==> config.mk <==
export PLATFORM = sky130hd
export DESIGN_NAME = pc_unit
export DESIGN_NICKNAME = d
export VERILOG_FILES = /design/src/rtl/pc_unit.sv
export SDC_FILE = /design/constraint.sdc
export NUM_CORES = 1
export LEC_CHECK = 0
export ABC_CLOCK_PERIOD_IN_PS = 2700
export BUFFER_PORTS_ARGS = -buffer_cell sky130_fd_sc_hd__buf_4
export CORE_ASPECT_RATIO = 0.8
export CORE_MARGIN = 1
export CORE_UTILIZATION = 40
export CTS_BUF_LIST = sky130_fd_sc_hd__clkbuf_4 sky130_fd_sc_hd__clkbuf_8
export CTS_CLUSTER_SIZE = 24
export DETAILED_ROUTE_END_ITERATION = 16
export PLACE_DENSITY = 0.75
export SETUP_SLACK_MARGIN = 0.2
export SYNTH_ARGS = -nofsm -noshare
export SYNTH_HDL_FRONTEND = slang
export SYNTH_SLANG_ARGS = --single-unit
==> constraint.sdc <==
create_clock -name clk -period 2.7 [get_ports clk]
set_input_delay 0.81 -clock clk [delete_from_list [all_inputs] [get_ports clk]]
set_output_delay 0.81 -clock clk [all_outputs]
set_load 0.01 [all_outputs]
==> src/rtl/pc_unit.sv <==
// F-stage fetch-address unit: owns the PC, selects the next fetch target and holds redirects that arrive while imem stalls.
// Optional macro PC_EXC_EN enables the exception / eret redirect paths.
module pc_unit #(
    parameter int unsigned ADDR_W    = 32,
    parameter logic [31:0] RESET_VEC = 32'h0000_3000,
    parameter logic [31:0] EXC_VEC   = 32'h0000_4180
) (
    input  logic              clk,
    input  logic              rst_n,
    input  logic              stall,
    output logic              imem_req,
    input  logic              imem_ready,
    output logic [ADDR_W-1:0] pc,
    output logic [ADDR_W-1:0] pc4,
    input  logic [ADDR_W-1:0] d_pc,
    input  logic [31:0]       d_instr,
    input  logic              ifj,
    input  logic              ifjr,
    input  logic              ifb,
    input  logic              branch,
    input  logic [ADDR_W-1:0] jr_target,
    input  logic              exc_req,
    input  logic              eret_req,
    input  logic [ADDR_W-1:0] epc,
    output logic              redirect_taken,
    output logic              adel
);

    typedef enum logic [0:0] {
        ST_RUN  = 1'b0,
        ST_PEND = 1'b1
    } state_e;

    state_e            state_q, state_d;
    logic [ADDR_W-1:0] pc_q, pc_d;
    logic [ADDR_W-1:0] pend_q, pend_d;
    logic              imem_req_q;
    logic              redirect_q, redirect_d;

    logic              exc_s, eret_s, trap_s;
    logic [ADDR_W-1:0] epc_s;
    logic [ADDR_W-1:0] pc4_s, br_target_s, j_target_s;
    logic [ADDR_W-1:0] trap_target_s, d_target_s, run_target_s;
    logic              d_redir_s, accept_s;
    logic              unused_op_s;

`ifdef PC_EXC_EN
    assign exc_s  = exc_req;
    assign eret_s = eret_req;
    assign epc_s  = epc;
`else
    logic unused_trap_s;
    assign exc_s         = 1'b0;
    assign eret_s        = 1'b0;
    assign epc_s         = {ADDR_W{1'b0}};
    assign unused_trap_s = ^{exc_req, eret_req, epc};
`endif

    assign unused_op_s = ^d_instr[31:26];
    assign trap_s      = exc_s | eret_s;
    assign accept_s    = imem_req_q & imem_ready & ~stall;
    assign pc4_s       = pc_q + {{(ADDR_W-3){1'b0}}, 3'd4};
    assign j_target_s  = {d_pc[ADDR_W-1:28], d_instr[25:0], 2'b00};
    // Branch offset is relative to the delay-slot address; overflow wraps.
    assign br_target_s = d_pc + {{(ADDR_W-3){1'b0}}, 3'd4}
                       + {{(ADDR_W-18){d_instr[15]}}, d_instr[15:0], 2'b00};
    // A stalled D stage will re-present its redirect, so it is not taken now.
    assign d_redir_s   = ~stall & (ifjr | ifj | (ifb & branch));

    // Target selection: exception over eret over D-stage redirects.
    always_comb begin
        trap_target_s = exc_s ? EXC_VEC[ADDR_W-1:0] : epc_s;
        if (ifjr) begin
            d_target_s = jr_target;
        end else if (ifj) begin
            d_target_s = j_target_s;
        end else begin
            d_target_s = br_target_s;
        end
        run_target_s = trap_s ? trap_target_s : d_target_s;
    end

    // Next-state logic for the RUN/PEND redirect holder and the PC.
    always_comb begin
        state_d    = state_q;
        pc_d       = pc_q;
        pend_d     = pend_q;
        redirect_d = 1'b0;
        case (state_q)
            ST_RUN: begin
                if (trap_s || d_redir_s) begin
                    if (accept_s) begin
                        pc_d       = run_target_s;
                        redirect_d = 1'b1;
                    end else begin
                        pend_d  = run_target_s;
                        state_d = ST_PEND;
                    end
                end else if (accept_s) begin
                    pc_d = pc4_s;
                end else begin
                    pc_d = pc_q;
                end
            end
            ST_PEND: begin
                if (accept_s) begin
                    pc_d       = trap_s ? trap_target_s : pend_q;
                    redirect_d = 1'b1;
                    state_d    = ST_RUN;
                end else if (trap_s) begin
                    pend_d = trap_target_s;
                end else begin
                    pend_d = pend_q;
                end
            end
            default: begin
                state_d = ST_RUN;
            end
        endcase
    end

    // State, PC and handshake registers.
    always_ff @(posedge clk or negedge rst_n) begin
        if (!rst_n) begin
            state_q    <= ST_RUN;
            pc_q       <= RESET_VEC[ADDR_W-1:0];
            pend_q     <= {ADDR_W{1'b0}};
            imem_req_q <= 1'b0;
            redirect_q <= 1'b0;
        end else begin
            state_q    <= state_d;
            pc_q       <= pc_d;
            pend_q     <= pend_d;
            imem_req_q <= 1'b1;
            redirect_q <= redirect_d;
        end
    end

    assign pc             = pc_q;
    assign pc4            = pc4_s;
    assign adel           = |pc_q[1:0];
    assign imem_req       = imem_req_q;
    assign redirect_taken = redirect_q;

endmodule

# == Word level (Yosys, flattened, before mapping) ==
# Cells that the tools add are included.
# totals
ramBits,0
n_memories,0
out_inout_bits,67
latchBits,0
romBits,0
elab_cells,39
input_bits,138
reg_bits,67
# classes
n_shift,0
n_reduce_logical,3
div_mod_pow,0
bitwise_logic,8
n_mux,16
order_cmp,0
mul,0
n_eq_ne,4
add_sub_neg,3
# ops
operator,n
$mux W32,9
$add A32 B3 Y32 const B,2
$pmux W32 S2,1
$add A32 B32 Y32,1
$ne A2 B2 Y1 const B,3
$and A1 B1 Y1,4
$mux W1,4
$pmux W1 S2,2
$reduce_and A3 Y1,1
$ne A2 B1 Y1 const B,1
$not A1 Y1,2
$or A1 B1 Y1,2
$reduce_and A2 Y1,1
$reduce_or A2 Y1,1

# == Logic depth before layout (Yosys ltp) ==
# logic_depth
ltp_word,7
depth_mapped,13
mapped_depth_nobuf,13

# == Worst setup path after synthesis ==
# Ideal clock, no wire load.
# synth_path
path_type,input to register
start,input d_pc[3]
end,register pc_q[23] (netlist: pc[23])
path_slack_ps,-668
t_arrival_ps,3242
path_stages,11
setup_ps,126
path_cell_list,ha_1 -> ha_1 -> fa_1 -> a21o_1 -> a221oi_2 -> or3_1 -> and2_1 -> o21ai_1 -> mux2i_1 -> a31oi_1 -> a221o_1
# synth_between
elab_chain_len,7
# synth_lines
item,line_no,source
from (decl),15,"input logic [ADDR_W-1:0] d_pc,"
$add A32 B3 Y32,65,"assign br_target_s = d_pc + {{(ADDR_W-3){1'b0}}, 3'd4}"
$add A32 B32 Y32,66,"+ {{(ADDR_W-18){d_instr[15]}}, d_instr[15:0], 2'b00};"
$mux W32,75,end else if (ifj) begin
$mux W32,73,if (ifjr) begin
$mux W32,92,if (accept_s) begin
$mux W32,91,if (trap_s || d_redir_s) begin
$pmux W32 S2,89,case (state_q)
to (signal assigned),126,pc_q <= RESET_VEC[ADDR_W-1:0];
to (signal assigned),132,pc_q <= pc_d;
to (decl),35,"logic [ADDR_W-1:0] pc_q, pc_d;"
# Every way passes these cells. The select of a mux whose other input is x is not followed.
# A chain may end at the register's enable or synchronous reset.

# == Worst setup path after layout ==
# layout_path
start,input d_instr[1]
end,register pc_q[15] (netlist: pc[15])
# layout_between
elab_chain_len,6
# layout_lines
item,line_no,source
from (decl),16,"input logic [31:0] d_instr,"
$add A32 B32 Y32,66,
$mux W32,75,
$mux W32,73,
$mux W32,92,
$mux W32,91,
$pmux W32 S2,89,
# Every way passes these cells. The select of a mux whose other input is x is not followed.

==> summary.md <==
| Metric | Value |
|---|---|
| Share of cells above drive strength 1 | `53.9%` |
| Final setup fails | `66` |
| Pin count of the biggest net entering global routing | `68` |
| Post-Syn Instances | `793` |
| Die area | `16,000 um2` |
| Most frequent cells in the layout | `buf_4 (364), nand2_1 (98), dfrtp_1 (65)` |
| Ys Warns | `0` |
| Reg2Reg Depth | `13` |
| Hold Slack | `0.476 ns` |
| # DRC | `0` |
| GPL Wtd Cong | `0.931` |
| Clock skew | `0.0122 ns` |
| Final antenna diode count | `0` |
| Synthesized flop and latch total | `67` |
| Synth unique cells | `68` |
| Setup crit end | `pc[15]` |
| HP Class | `flop to flop` |
| Max Root-Sink Buffers | `2` |
| Wire length per cell | `19.6 um` |
| Core Rows | `40` |
| WP data required | `2.95 ns` |
| Final period util | `116%` |
| Grt total ovfl | `0` |
| Routed Antenna Nets | `0` |
| Ys flop type | `dfrtp_1` |
| Number of global-route vias before repair | `7,447` |
| PortBufs | `164` |
| Clock Pin Slew Worst Setup and Hold Paths | `0.08 ns` |
| Worst slew pin tran | `0.921 ns` |
| Cell Area, Synth | `6200 um2` |
| Minimum clock period after layout | `3.13 ns` |
| R2r setup slk | `0.10 ns` |
| CTS tree | `yes` |
| CTS sink count | `67` |
| Crit. End Element | `flop` |
| Failing checks | `negative setup slack` |
| Num CTS Buffers | `9` |
| Syn avg cell area | `7.82 um2` |
| Total Nets Final | `1,361` |
| RSZ-0062 raised after global routing | `yes` |
| Fin. Hold Viols | `0` |
| Global-route wire length before repair | `39,700 um` |
| Die Height | `113 um` |
| Initial Utilization | `41.2%` |
| Number of synthesized flops with an enable pin | `0` |
| Critical path arrival | `3.37 ns` |
| Top cells by area, synth | `dfrtp_1 (26%), ha_1 (12%), nand2_1 (6.4%)` |
| P_leak | `5.10 nW` |
| Initial DRC Count | `1,096` |
| Clock Latency Late Sink | `0.36 ns` |
| Max-cap violation count | `0` |
| GR Util All Layers | `31.8%` |
| Reg-to-reg critical path endpoint | `pc[29]` |
| Initial antenna violation count | `0` |
| Hold Path Origin | `pend_q[17]` |
| Pwr dens | `561 nW/um2` |
| Final worst slack | `-0.427 ns` |
| Via density | `5.83` |
| Die W | `141 um` |
| FMAX | `320 MHz` |
| Synthesized Nets | `990` |
| Fillers | `981` |
| Launching point of the worst reg2reg path | `pc[13]` |
| Clock Tree Root | `clkbuf_8` |
| Drt total wl | `27,000 um` |
| Sequential area share after synthesis | `27.1%` |
| Startpoint Class | `input pin` |
| Worst Setup SP | `d_instr[1]` |
| # IOs | `205` |
| Maximum vdd drop | `0.361 mV` |
| CORE AREA | `15,100 um2` |
| Slew HR | `38.6%` |
| Cell taking the most area after synthesis | `dfrtp_1` |
| Detailed placement HPWL | `17,800 um` |
| Top-area cell type share of the netlist area | `26.2%` |
| Vias | `8,037` |
| Most common cell after layout, fill and taps aside | `buf_4` |
| Area Growth Syn to Fin | `82.3%` |
| Slew Viols, Final | `0` |
| Status | `finished with violations` |
| H-tree Lvls | `3` |
| Overall power | `0.00634 W` |
| Critical path peak fanout | `3` |
| Async set-or-reset flop fraction in the synthesized netlist | `100%` |
| Setup Crit Path Kind | `input pin to flop` |
| DRT Pass-1 Iters | `5` |
[metrics by stage]
step                util (%)  setup TNS, ns  instance area (um2)  cells  worst slack [ns]
global placement        61.6         -24.68                 9270   1288            -0.735
global route            75.0         -22.37                11300   1379            -0.502
finish                  75.0         -16.98                11300   1379            -0.427
floorplan                  -          -9.83                 6750    793            -0.509
CTS                     71.1         -10.06                10700   1355            -0.326
detailed placement      61.6         -27.16                 9270   1288            -0.804
[Yosys cell counts (8+ instances only)]
master    instances
o211ai_1         14
o21a_1            8
o21ai_0          57
o21ai_1          25
xnor2_1          28
o31ai_1          12
inv_1            15
nor3_1           19
ha_1             58
nand4_1           9
or3_1            13
a21o_1           15
clkbuf_1         42
o22ai_1          11
dfrtp_1          65
a21oi_1          58
nand2_1         105
xor2_1           13
nand3_1          29
nor2_1           60
and3_1           19
[logic make-up after synthesis]
family	Yosys count	synth area share, %
xor+xnor	41	5.79
other cells	1	0.0605
fa+ha+maj	59	12.0
simple gates	287	21.8
compound gates	264	27.7
flops	67	27.1
buf+inv	65	4.10
mux	9	1.51
[flip-flops by register name (all words and copies together), names as in the netlist]
signal / count
pc: 32
pend_q: 32
imem_req: 1
redirect_taken: 1
state_q: 1
[report_power, final]
group	internal, W	total [W]	leakage [nW]	switching [W]
combinational	0.00197	0.00377	4.17	0.00179
clock	0.000579	0.000979	0.116	0.000400
sequential	0.00131	0.00160	0.815	0.000284
total	0.00387	0.00634	5.10	0.00248
[final cells by class]
cell class / count / area (um2) / share of cell area [%]
clock buffer: 12 / 159 / 1.41
clock inverter: 4 / 72.6 / 0.642
inverter: 15 / 58.8 / 0.520
multi-input combinational: 661 / 5770 / 51.0
sequential: 67 / 1680 / 14.9
tap: 210 / 263 / 2.32
timing repair buffer: 410 / 3300 / 29.2
[worst min path at each step]
stage	end	slack [ns]	cells after the start
after floorplan	pend_q[17]	0.44	2
after global placement	pend_q[22]	0.45	2
after detailed placement	pend_q[17]	0.46	2
after CTS	pend_q[17]	0.48	2
after global routing	pend_q[17]	0.49	2
final	pend_q[17]	0.48	2
[what timing repair did]
action | in CTS | in global routing
cloned | 1 | 0
pin swaps | 117 | 67
hold buffers | 0 | 0
setup buffers | 50 | 24
endpoints found under the setup margin | 71 | 75
resized for setup | 163 | 77
[worst max-delay path, stage by stage]
cell and delay [ns]:
buf_8 0.10, ha_4 0.23, ha_4 0.16, fa_2 0.37, a21o_1 0.23, a221oi_4 0.34
or3_4 0.20, and2_4 0.16, xnor2_2 0.06, a222oi_1 0.41, o21ai_1 0.11, a22o_1 0.18
[per-layer routing]
layer | track usage (%) | part of all wire, %
met5 | 0 | 0
met4 | 12.0 | 3.2
met3 | 6.35 | 8.9
met2 | 48.9 | 46
met1 | 44.0 | 42
No activity file was read; power rests on OpenSTA's default activity.
